**config.mk**
```make
export PLATFORM = sky130hd
export DESIGN_NAME = i2s_receiver
export DESIGN_NICKNAME = d
export VERILOG_FILES = /design/src/rtl/i2s_pkg.sv /design/src/rtl/i2s_sync_edge.sv /design/src/rtl/i2s_receiver.sv
export SDC_FILE = /design/constraint.sdc
export NUM_CORES = 1
export LEC_CHECK = 0
export BUFFER_PORTS_ARGS = -buffer_cell sky130_fd_sc_hd__buf_2
export CAP_MARGIN = 10
export CORE_ASPECT_RATIO = 1.5
export CORE_MARGIN = 1.5
export CORE_UTILIZATION = 40
export CTS_BUF_LIST = sky130_fd_sc_hd__clkbuf_16
export DETAILED_ROUTE_END_ITERATION = 10
export HOLD_SLACK_MARGIN = 0.1
export PLACE_DENSITY = 0.69
export SLEW_MARGIN = 20
export SYNTH_ARGS = -nofsm -noshare
export SYNTH_HDL_FRONTEND = slang
export SYNTH_HIERARCHICAL = 1
export SYNTH_SLANG_ARGS = --single-unit
export TNS_END_PERCENT = 30
```
**constraint.sdc**
```tcl
create_clock -name CLK -period 2.1 [get_ports CLK]
set_clock_uncertainty 0.15 [all_clocks]
set_input_delay 0.105 -clock CLK [delete_from_list [all_inputs] [get_ports CLK]]
set_output_delay 0.105 -clock CLK [all_outputs]
set_load 0.02 [all_outputs]
```
**src/rtl/i2s_pkg.sv**
```systemverilog
// Shared definitions for the I2S receive and transmit paths: channel FSM
// states, bit-counter width and the legal range of the parallel word width.
package i2s_pkg;

    // Bit counter width; the counter saturates at 2**CNT_W - 1.
    localparam int CNT_W     = 6;

    // Legal range of the parallel sample width.
    localparam int WIDTH_MIN = 8;
    localparam int WIDTH_MAX = 32;

    // Channel framing state.
    typedef enum logic [1:0] {
        HUNT  = 2'd0,
        LEFT  = 2'd1,
        RIGHT = 2'd2
    } i2s_state_e;

endpackage

```
**src/rtl/i2s_sync_edge.sv**
```systemverilog
// N-stage synchronizer for one asynchronous input, with an optional
// registered rising-edge strobe derived from the last two synchronized samples.
module i2s_sync_edge #(
    parameter int STAGES  = 2,
    parameter bit EDGE_EN = 1'b1
) (
    input  logic CLK,
    input  logic RST,
    input  logic din,
    output logic dout,
    output logic rise
);

    logic [STAGES-1:0] sync_r;

    // Synchronizer chain; the newest sample enters at bit 0
    always_ff @(posedge CLK) begin
        if (RST) begin
            sync_r <= '0;
        end else begin
            sync_r <= {sync_r[STAGES-2:0], din};
        end
    end

    assign dout = sync_r[STAGES-1];

    generate
        if (EDGE_EN) begin : g_edge
            logic last_r;
            logic rise_r;

            // Rising-edge strobe: synchronized output is 1 while its previous sample was 0
            always_ff @(posedge CLK) begin
                if (RST) begin
                    last_r <= 1'b0;
                    rise_r <= 1'b0;
                end else begin
                    last_r <= sync_r[STAGES-1];
                    rise_r <= sync_r[STAGES-1] & ~last_r;
                end
            end

            assign rise = rise_r;
        end else begin : g_no_edge
            assign rise = 1'b0;
        end
    endgenerate

endmodule

```
**src/rtl/i2s_receiver.sv**
```systemverilog
// Slave-mode I2S receiver. BCK/WS/SDIN are synchronized into CLK, standard
// I2S framing (MSB one BCK after the WS edge) is decoded and each completed
// left/right pair is presented on DATA_L/DATA_R with a one-cycle VALID.
// Optional build macro I2S_RX_FRAME_CHECK_EN: rejects pairs whose slot bit
// counts are short or unequal, pulsing FRAME_ERR instead of VALID.
module i2s_receiver
    import i2s_pkg::*;
#(
    parameter int WIDTH       = 16,
    parameter int SYNC_STAGES = 2
) (
    input  logic             CLK,
    input  logic             RST,
    input  logic             BCK,
    input  logic             WS,
    input  logic             SDIN,
    output logic [WIDTH-1:0] DATA_L,
    output logic [WIDTH-1:0] DATA_R,
    output logic             VALID,
    output logic             FRAME_ERR
);

    logic             bck_rise_s;
    logic             ws_s;
    logic             sd_s;
    logic             unused_bck_s;
    logic             unused_ws_rise_s;
    logic             unused_sd_rise_s;

    i2s_state_e       state_r;
    i2s_state_e       state_nxt_s;

    logic             ws_p_r;
    logic [CNT_W-1:0] cnt_r;
    logic [CNT_W-1:0] cnt_inc_s;
    logic [WIDTH-1:0] shift_r;
    logic [WIDTH-1:0] word_nxt_s;
    logic [WIDTH-1:0] left_hold_r;
    logic [WIDTH-1:0] data_l_r;
    logic [WIDTH-1:0] data_r_r;
    logic             valid_r;

    logic             boundary_s;
    logic             close_left_s;
    logic             close_right_s;
    logic             pair_bad_s;
    logic             emit_valid_s;

    i2s_sync_edge #(.STAGES(SYNC_STAGES), .EDGE_EN(1'b1)) u_sync_bck (
        .CLK  (CLK),
        .RST  (RST),
        .din  (BCK),
        .dout (unused_bck_s),
        .rise (bck_rise_s)
    );

    i2s_sync_edge #(.STAGES(SYNC_STAGES), .EDGE_EN(1'b0)) u_sync_ws (
        .CLK  (CLK),
        .RST  (RST),
        .din  (WS),
        .dout (ws_s),
        .rise (unused_ws_rise_s)
    );

    i2s_sync_edge #(.STAGES(SYNC_STAGES), .EDGE_EN(1'b0)) u_sync_sd (
        .CLK  (CLK),
        .RST  (RST),
        .din  (SDIN),
        .dout (sd_s),
        .rise (unused_sd_rise_s)
    );

    // A channel boundary is a sampled WS value differing from the previous sample
    assign boundary_s = bck_rise_s & (ws_s != ws_p_r);

    // Saturating increment of the per-channel bit count
    always_comb begin
        if (cnt_r == {CNT_W{1'b1}}) begin
            cnt_inc_s = cnt_r;
        end else begin
            cnt_inc_s = cnt_r + CNT_W'(1);
        end
    end

    // Current word with the incoming bit placed MSB-first; bits past WIDTH fall away
    always_comb begin
        word_nxt_s = shift_r;
        for (int i = 0; i < WIDTH; i++) begin
            if (cnt_r == CNT_W'(WIDTH - 1 - i)) begin
                word_nxt_s[i] = sd_s;
            end else begin
                word_nxt_s[i] = shift_r[i];
            end
        end
    end

    // FSM state register
    always_ff @(posedge CLK) begin
        if (RST) begin
            state_r <= HUNT;
        end else begin
            state_r <= state_nxt_s;
        end
    end

    // FSM next state: lock on a 1->0 boundary, then alternate LEFT/RIGHT
    always_comb begin
        state_nxt_s = state_r;
        case (state_r)
            HUNT: begin
                if (boundary_s && !ws_s) begin
                    state_nxt_s = LEFT;
                end else begin
                    state_nxt_s = HUNT;
                end
            end
            LEFT: begin
                if (boundary_s && ws_s) begin
                    state_nxt_s = RIGHT;
                end else begin
                    state_nxt_s = LEFT;
                end
            end
            RIGHT: begin
                if (boundary_s && !ws_s) begin
                    state_nxt_s = LEFT;
                end else begin
                    state_nxt_s = RIGHT;
                end
            end
            default: begin
                state_nxt_s = HUNT;
            end
        endcase
    end

    // FSM outputs: channel-close strobes for the left and right slots
    always_comb begin
        close_left_s  = 1'b0;
        close_right_s = 1'b0;
        case (state_r)
            LEFT: begin
                if (boundary_s && ws_s) begin
                    close_left_s = 1'b1;
                end else begin
                    close_left_s = 1'b0;
                end
            end
            RIGHT: begin
                if (boundary_s && !ws_s) begin
                    close_right_s = 1'b1;
                end else begin
                    close_right_s = 1'b0;
                end
            end
            default: begin
                close_left_s  = 1'b0;
                close_right_s = 1'b0;
            end
        endcase
    end

    // Shift word, bit count and previous WS sample; a boundary closes the channel
    always_ff @(posedge CLK) begin
        if (RST) begin
            ws_p_r  <= 1'b0;
            cnt_r   <= '0;
            shift_r <= '0;
        end else if (bck_rise_s) begin
            ws_p_r <= ws_s;
            if (boundary_s) begin
                cnt_r   <= '0;
                shift_r <= '0;
            end else begin
                cnt_r   <= cnt_inc_s;
                shift_r <= word_nxt_s;
            end
        end else begin
            ws_p_r  <= ws_p_r;
            cnt_r   <= cnt_r;
            shift_r <= shift_r;
        end
    end

    // Left hold keeps the closed left word until the matching right word completes
    always_ff @(posedge CLK) begin
        if (RST) begin
            left_hold_r <= '0;
        end else if (close_left_s) begin
            left_hold_r <= word_nxt_s;
        end else begin
            left_hold_r <= left_hold_r;
        end
    end

`ifdef I2S_RX_FRAME_CHECK_EN
    logic [CNT_W-1:0] left_cnt_r;
    logic             frame_err_r;

    // Left slot bit count, closing bit included
    always_ff @(posedge CLK) begin
        if (RST) begin
            left_cnt_r <= '0;
        end else if (close_left_s) begin
            left_cnt_r <= cnt_inc_s;
        end else begin
            left_cnt_r <= left_cnt_r;
        end
    end

    // A pair is rejected when either slot is short or the two slot lengths differ
    always_comb begin
        if ((left_cnt_r < CNT_W'(WIDTH)) || (cnt_inc_s < CNT_W'(WIDTH)) ||
            (left_cnt_r != cnt_inc_s)) begin
            pair_bad_s = 1'b1;
        end else begin
            pair_bad_s = 1'b0;
        end
    end

    // One-cycle frame error pulse on a rejected pair
    always_ff @(posedge CLK) begin
        if (RST) begin
            frame_err_r <= 1'b0;
        end else begin
            frame_err_r <= close_right_s & pair_bad_s;
        end
    end

    assign FRAME_ERR = frame_err_r;
`else
    assign pair_bad_s = 1'b0;
    assign FRAME_ERR  = 1'b0;
`endif

    assign emit_valid_s = close_right_s & ~pair_bad_s;

    // Output words and VALID strobe; words hold between accepted pairs
    always_ff @(posedge CLK) begin
        if (RST) begin
            data_l_r <= '0;
            data_r_r <= '0;
            valid_r  <= 1'b0;
        end else if (emit_valid_s) begin
            data_l_r <= left_hold_r;
            data_r_r <= word_nxt_s;
            valid_r  <= 1'b1;
        end else begin
            data_l_r <= data_l_r;
            data_r_r <= data_r_r;
            valid_r  <= 1'b0;
        end
    end

    assign DATA_L = data_l_r;
    assign DATA_R = data_r_r;
    assign VALID  = valid_r;

endmodule
```
==> flow_metrics.tcl, run 1 <==
set metrics [dict create \
    drv_cap 0 \
    outcome "finished clean" \
    report.final.hold_viol_count 0 \
    route.final.wire_length_mm 7.20 \
    antenna_violations_before_repair 0 \
    grt_pass1_vias 2629 \
    leakage_nw 1.57 \
    path_max_fanout 9 \
    grt_setup_unrepaired "false" \
    overall_die_area_sq_mm 0.00929 \
    cts.hold.buffers_added 7 \
    crit_arrival_ps 1930 \
    core.rowCount 41 \
    worst-endpoint-required_ps 2160 \
    gp_congestion 0.823 \
    cellPowerDensity_mw_per_mm2 812 \
    synthesis.area_sq_mm 0.00348 \
    post-route-worst-setup-slack_ps 227 \
    root_buffer "clkbuf_16" \
    gr-usage-all-layers 0.164 \
    drc 0 \
    grt_start_max_net_pins 41 \
    total_congestion_overflow_after_global_routing 0 \
    num_antenna_cells 0 \
    report.final.setup_viol 0 \
    r2r_setup_slack_ps 230 \
    cts_made_buffers 9 \
    clkTransAtPathRegs_ps 60 \
    clock-sinks 82 \
    die_w_um 79.2 \
    hold_ws_ps 267 \
    cts.path.max_buffers 2 \
    hold_class "register to register" \
    io_pins 39 \
    detail-route-antenna-nets 0 \
    worst_rel_slew_slack 0.536 \
    max_slew.worst_pin.slew_ps 694 \
    area.growth.synth_to_final_pct 17.6 \
    design_area_sq_mm 0.00410 \
    post_cts_setup_buffers 0 \
    setup_crit_end_kind "register" \
    post_drt_wl_per_cell_um 13.6 \
    final_nets 426 \
    fillerInstances 788 \
    cts-resized-gates 0 \
    timing.fmax_mhz 534 \
    detailedPlace.worstSlack_ps 247 \
    worstSetupPathType "register to register" \
    vdd.ir_drop.worst_mv 0.441 \
    via_per_inst 5.29 \
    cts.htree.levels 3 \
    grt_first_pass_wirelength_mm 12.1 \
    design.core.area_sq_mm 0.00841 \
    fin_tns_setup_ps 0 \
    dp_hpwl_mm 4.76 \
    placed_area_sq_mm 0.00371 \
    worstSkewPairLatency_ps 340 \
    post_synth_inst_count 387 \
    cts_tree "done" \
    drive_gt1_frac 0.185 \
    drt_iter0_markers 150 \
    yosys_warnings 6 \
    synthesis.nets 396 \
    synth_area_per_cell_sq_um 9.00 \
    drt_first_pass_iters 4 \
    post-route-period-util 0.892 \
    die_h_um 117 \
    critPathLaunchType "register" \
    via_count 2801 \
    finalWorstPathRequiredPeriod_ps 1870 \
    timing.final.max_slew_violations 0 \
    place.port_buffers 37 \
    initial_utilization 0.414 \
]
==> layer usage <==
metal | vias up | global-route usage | wire length (um)
met5 | - | 0 | 0
met4 | 0 | 0.0954 | 223
met3 | 20 | 0.0374 | 313
met2 | 69 | 0.271 | 3600
met1 | 1303 | 0.189 | 3060
li1 | 1409 | - | -
==> placed cells by master (no fill, tap or decap), types with 8 or more instances in the layout <==
cell,count
dfxtp_1,82
nand2_1,56
nor2_1,41
buf_2,37
a21oi_1,23
nor3_1,19
a211oi_1,16
inv_1,13
nor2b_1,9
o211ai_1,9
clkbuf_16,9
a221oi_1,8
mux2i_1,8
a21boi_0,8
o32ai_1,8
a221oi_2,8
buf_4,8
==> registers in the layout, summed over array words and instances, names as in the netlist <==
register,count
u_sync_bck/sync_r,2
cnt_r,6
u_sync_ws/sync_r,2
shift_r,16
VALID,1
DATA_R,16
u_sync_bck/g_edge.last_r,1
left_hold_r,16
u_sync_bck/rise,1
u_sync_sd/sync_r,2
state_r,2
ws_p_r,1
DATA_L,16
==> worst max-delay path, cell delays in order, from the launching register on <==
cell,delay (ps)
dfxtp_1,450
nor4_4,450
nand2_1,190
a221oi_1,400
nor3_1,90
==> metrics by stage <==
step	power (W)	utilization	cells
4_1_cts	0.00335	0.487	529
5_1_grt	0.00342	0.487	529
3_5_place_dp	0.00169	0.441	506
6_report	0.00333	0.487	529
3_3_place_gp	0.00168	0.441	506
2_1_floorplan	0.00166	-	387
==> report_power, final <==
part,leakage [nW],switching [W],internal [W],total [W]
Clock,0.151,0.000626,0.00104,0.00166
Sequential,0.662,0.00000494,0.00156,0.00157
Combinational,0.758,0.0000596,0.0000333,0.0000929
==> worst paths after layout <==
kind | start | to | cells past startpoint
max | cnt_r[5] | DATA_R[12] | 4
min | u_sync_bck/g_edge.last_r | u_sync_bck/rise | 1
max reg2reg | cnt_r[5] | DATA_R[12] | 4
min reg2reg | u_sync_bck/g_edge.last_r | u_sync_bck/rise | 1
==> layout make-up <==
cell class                      instances  area (sq um)  share of cell area
Timing Repair Buffer                   53           335              0.0819
Clock inverter                          7          92.6              0.0226
Sequential cell                        82          1640               0.401
Tap cell                              107           134              0.0327
Inverter                               13          48.8              0.0119
Clock buffer                            9           225              0.0550
Multi-Input combinational cell        258          1620               0.395
Power figures use the tool's default switching activity.
==> inputs of run 2 (changes only) <==
--- a/config.mk
+++ b/config.mk
@@ -12,6 +12,7 @@
 export CORE_UTILIZATION = 40
 export CTS_BUF_LIST = sky130_fd_sc_hd__clkbuf_16
 export DETAILED_ROUTE_END_ITERATION = 10
+export GPL_TIMING_DRIVEN = 0
 export HOLD_SLACK_MARGIN = 0.1
 export PLACE_DENSITY = 0.69
 export SLEW_MARGIN = 20
==> run 2 against run 1 <==
Net effect: via count up 2.9%; cell count up 4.7%; global-route usage is 1.4 points higher; sequential power about the same; worst setup slack got worse by 15 ps; non-clock buffer count grew 25; sequential share of layout area decreased by 0.39 points; core utilization is 0.48 points higher; register-to-register slack hardly changed; maximum frequency down 0.81%; die area unchanged; clock-buffer cell count unchanged; critical path type is now input port to register.
==> flow_metrics.tcl, run 2 (same netlist as run 1, synthesis figures left out) <==
set metrics [dict create \
    fin_tns_setup_ps 0 \
    overall_die_area_sq_mm 0.00929 \
    via_per_inst 5.20 \
    grt_first_pass_wirelength_mm 13.0 \
    area.growth.synth_to_final_pct 18.7 \
    die_w_um 79.2 \
    initial_utilization 0.414 \
    drive_gt1_frac 0.208 \
    critical_path.reg2reg.endpoint "DATA_R[14]" \
    setup_crit_end_kind "register" \
    cts.htree.levels 3 \
    cts_made_buffers 9 \
    via_count 2883 \
    cellPowerDensity_mw_per_mm2 740 \
    worstSkewPairLatency_ps 340 \
    cts.path.max_buffers 2 \
    post-route-period-util 0.899 \
    route.final.wire_length_mm 7.75 \
    clock_power_share 0.456 \
    sequential_cell_area_sq_mm 0.00164 \
    total_congestion_overflow_after_global_routing 0 \
    io_pins 39 \
    timing.final.max_slew_violations 0 \
    r2r_setup_slack_ps 220 \
    place.port_buffers 37 \
    root_buffer "clkbuf_16" \
    post_drt_wl_per_cell_um 14.0 \
    dp_hpwl_mm 5.62 \
    clock-sinks 82 \
    drt_iter0_markers 225 \
    finalWorstPathRequiredPeriod_ps 1890 \
    grt_setup_unrepaired "false" \
    multi_input_comb_area_sq_mm 0.00162 \
    cts_tree "done" \
    report.final.setup_viol 0 \
    grt_start_max_net_pins 14 \
    vdd.ir_drop.worst_mv 0.517 \
    max_slew.worst_pin.slew_ps 604 \
    cts.hold.buffers_added 7 \
    gr-usage-all-layers 0.178 \
    die_h_um 117 \
    clkTransAtPathRegs_ps 60 \
    grt_pass1_vias 2824 \
    num_antenna_cells 0 \
    timing.fmax_mhz 530 \
    drv_cap 0 \
    detail-route-antenna-nets 0 \
    worstSetupPathType "input port to register" \
    post_cts_setup_buffers 0 \
    leading_cell_types_in_the_layout_fill_and_taps_excluded "dfxtp_1, buf_2, nand2_1" \
    drc 0 \
    worst_rel_slew_slack 0.594 \
    cts-resized-gates 0 \
    layout.cells.most_common "dfxtp_1" \
    cell_internal_pwr_w 0.00239 \
    power_switching_share 0.221 \
    netSwitchingPower_w 0.000676 \
    fillerInstances 796 \
    crit_arrival_ps 1940 \
    r2r_start "u_sync_bck/rise" \
    leakage_nw 1.64 \
    final_nets 451 \
    hold_ws_ps 265 \
    design.core.area_sq_mm 0.00841 \
    report.final.hold_viol_count 0 \
    crit_path_end "shift_r[2]" \
    core.rowCount 41 \
    hold_class "register to register" \
    path_max_fanout 10 \
    critPathLaunchType "input port" \
    worst-endpoint-required_ps 2150 \
    cp-startpoint "RST" \
    drt_first_pass_iters 4 \
    power.share.combinational 0.032 \
    antenna_violations_before_repair 0 \
    gp_congestion 0.855 \
    outcome "finished clean" \
    number_of_cells_on_the_worst_reg_to_reg_path 6 \
    report.power.total_w 0.00306 \
    share_seq_of_total_power 0.513 \
]
-- run 2: cell types whose count changed in the layout (fill, tap and decap cells not counted) --
cell,delta
bufinv_16,-2
buf_4,-4
clkinv_2,+2
clkinv_4,-1
clkbuf_2,+1
buf_2,+19
clkbuf_1,+9
buf_12,-1
inv_1,+2
clkinv_1,-1
buf_6,+1
-- run 2: layer usage --
metal | vias up | track usage | wire length [um]
met4 | 0 | 0.0965 | 150
met5 | - | 0 | 0
met1 | 1360 | 0.201 | 3330
met3 | 11 | 0.0304 | 232
met2 | 47 | 0.311 | 4030
li1 | 1465 | - | -
-- run 2: per-stage QoR --
stage	worst slack, ps	cells	utilization	instance area [sq um]
floorplan	529	387	-	3480
global placement	223	531	0.452	3800
detailed placement	233	531	0.452	3800
CTS	195	554	0.492	4140
global route	64.5	554	0.492	4140
finish	212	554	0.492	4140
-- run 2: power groups by stage --
stage,clock network (W),logic (W),registers (W)
after floorplan,0,0.0000613,0.00160
final,0.00139,0.0000976,0.00157
after global placement,0,0.0000855,0.00160
after CTS,0.00142,0.0000973,0.00157
after detailed placement,0,0.0000872,0.00160
after global routing,0.00149,0.000108,0.00157
-- run 2: layout make-up --
type / count / area share
Clock inverter: 7 / 0.00907
Clock buffer: 9 / 0.0544
Multi-Input combinational cell: 258 / 0.391
Inverter: 13 / 0.0118
Buffer: 34 / 0.0423
Sequential cell: 82 / 0.397
Tap cell: 107 / 0.0324
Timing Repair Buffer: 44 / 0.0617
-- run 2: worst min path at each step --
stage                                   startpoint             endpoint  slack (ps)  cells after the start
after floorplan                                RST      u_sync_bck/rise          30                      1
after global placement                        SDIN  u_sync_sd/sync_r[0]         160                      2
after detailed placement                        WS  u_sync_ws/sync_r[0]         170                      2
after CTS                 u_sync_bck/g_edge.last_r      u_sync_bck/rise         270                      1
after global routing      u_sync_bck/g_edge.last_r      u_sync_bck/rise         270                      1
final                     u_sync_bck/g_edge.last_r      u_sync_bck/rise         270                      1
-- run 2: worst max-delay path, stage by stage --
cell,delay [ps]
dlygate4sd3_1,520
buf_2,200
clkbuf_1,350
nor2_1,170
nand3_2,190
buf_2,270
o32ai_1,130
==> inputs of run 3 (changes only) <==
--- a/config.mk
+++ b/config.mk
@@ -5,12 +5,13 @@
 export SDC_FILE = /design/constraint.sdc
 export NUM_CORES = 1
 export LEC_CHECK = 0
+export ABC_CLOCK_PERIOD_IN_PS = 2100
 export BUFFER_PORTS_ARGS = -buffer_cell sky130_fd_sc_hd__buf_2
 export CAP_MARGIN = 10
-export CORE_ASPECT_RATIO = 1.5
 export CORE_MARGIN = 1.5
 export CORE_UTILIZATION = 40
 export CTS_BUF_LIST = sky130_fd_sc_hd__clkbuf_16
+export CTS_CLUSTER_SIZE = 25
 export DETAILED_ROUTE_END_ITERATION = 10
 export GPL_TIMING_DRIVEN = 0
 export HOLD_SLACK_MARGIN = 0.1
==> run 3 against run 2 <==
Net effect: final area grew 0.30%; worst setup slack lost 72 ps; clock-buffer cell count is the same; flip-flop and latch count is the same; critical path depth is the same; non-clock buffer count is the same; clock power grew 5%; sequential power is essentially flat; cell count shrank 0.36%; critical endpoint is now shift_r[8]; largest power group unchanged.
==> flow_metrics.tcl, run 3 (same netlist as run 1, synthesis figures left out) <==
set metrics [dict create \
    cts.htree.levels 3 \
    core.rowCount 33 \
    num_antenna_cells 0 \
    worstSkewPairLatency_ps 340 \
    outcome "finished clean" \
    drt_first_pass_iters 4 \
    hold_ws_ps 255 \
    antenna_violations_before_repair 0 \
    report.power.total_w 0.00312 \
    initial_utilization 0.418 \
    min_from "u_sync_bck/g_edge.last_r" \
    timing.fmax_mhz 510 \
    drive_gt1_frac 0.213 \
    design.core.area_sq_mm 0.00834 \
    area.growth.synth_to_final_pct 19.1 \
    route.final.wire_length_mm 7.64 \
    post_drt_wl_per_cell_um 13.8 \
    worst-endpoint-required_ps 2200 \
    total_congestion_overflow_after_global_routing 0 \
    cts.path.max_buffers 2 \
    gp_congestion 0.877 \
    number_of_cells_on_the_worst_reg_to_reg_path 5 \
    crit_arrival_ps 2060 \
    cellPowerDensity_mw_per_mm2 753 \
    root_buffer "clkbuf_16" \
    cts_made_buffers 9 \
    via_per_inst 5.24 \
    dp_hpwl_mm 5.50 \
    place.port_buffers 37 \
    via_count 2892 \
    layout.cells.most_common "dfxtp_1" \
    whs_path_cells 1 \
    setup_crit_end_kind "register" \
    io_pins 39 \
    critical_path.reg2reg.endpoint "DATA_R[10]" \
    cts_tree "done" \
    report.final.setup_viol 0 \
    clkTransAtPathRegs_ps 60 \
    clock-sinks 82 \
    grt_setup_unrepaired "false" \
    fin_tns_setup_ps 0 \
    final_nets 451 \
    r2r_setup_slack_ps 160 \
    post_cts_setup_buffers 0 \
    dp_cells 529 \
    hold_class "register to register" \
    drt_iter0_markers 232 \
    timing.final.max_slew_violations 0 \
    finalWorstPathRequiredPeriod_ps 1960 \
    grt_first_pass_wirelength_mm 12.3 \
    leakage_nw 1.63 \
    grt_pass1_vias 2601 \
    drc 0 \
    drv_cap 0 \
    die_w_um 96.3 \
    utilization 0.497 \
    leading_cell_types_in_the_layout_fill_and_taps_excluded "dfxtp_1, buf_2, nand2_1" \
    worst_rel_slew_slack 0.567 \
    max_slew.worst_pin.slew_ps 644 \
    die_h_um 96.3 \
    detail-route-antenna-nets 0 \
    path_max_fanout 10 \
    gr-usage-all-layers 0.173 \
    vdd.ir_drop.worst_mv 0.461 \
    grt_start_max_net_pins 16 \
    report.final.hold_viol_count 0 \
    whs_endpoint "u_sync_bck/rise" \
    finish.cell_count_without_fillers 552 \
    critPathLaunchType "input port" \
    post-route-period-util 0.933 \
    r2r_start "cnt_r[2]" \
    overall_die_area_sq_mm 0.00928 \
    worstSetupPathType "input port to register" \
]
run 3: through the flow:
stage / worst slack (ps) / cell area [sq um]
after floorplan: 529 / 3480
after global placement: 222 / 3800
after detailed placement: 149 / 3800
after CTS: 151 / 4150
after global routing: 19.9 / 4150
final: 140 / 4150
run 3: worst max path at each step:
stage | from | endpoint | slack, ps
after floorplan | cnt_r[5] | DATA_R[13] | 530
after global placement | cnt_r[4] | DATA_R[10] | 220
after detailed placement | cnt_r[4] | DATA_R[10] | 150
after CTS | cnt_r[4] | DATA_R[10] | 150
after global routing | cnt_r[2] | DATA_R[10] | 20
final | RST | shift_r[8] | 140
run 3: layout make-up:
cell class,count,area (sq um)
Clock inverter,7,52.6
Clock buffer,9,225
Sequential cell,82,1640
Inverter,13,48.8
Buffer,34,175
Timing Repair Buffer,44,255
Multi-Input combinational cell,258,1620
Fill cell,783,4190
Tap cell,105,131
run 3: critical path, cell delays in order:
cell and delay [ps]:
dlygate4sd3_1 530, buf_2 180, clkbuf_1 250, nor2_1 290
nand3_2 230, buf_2 270, o211ai_1 200
run 3: repair_timing:
| action | 4_1_cts | 5_1_grt |
|---|---|---|
| hold buffers | 7 | 0 |
| endpoints found under the hold margin | 8 | 0 |
| resized for setup | 0 | 0 |
run 3: power breakdown:
| part | internal [W] | leakage (nW) | switching, W |
|---|---|---|---|
| Sequential | 0.00156 | 0.662 | 0.00000469 |
| Combinational | 0.0000345 | 0.840 | 0.0000621 |
| Clock | 0.000808 | 0.130 | 0.000650 |
run 3: routing by layer:
metal | vias up | GRT usage | wire length, um
li1 | 1475 | - | -
met1 | 1330 | 0.212 | 3570
met2 | 73 | 0.296 | 3610
met3 | 14 | 0.0513 | 384
met4 | 0 | 0.0447 | 81
met5 | - | 0 | 0
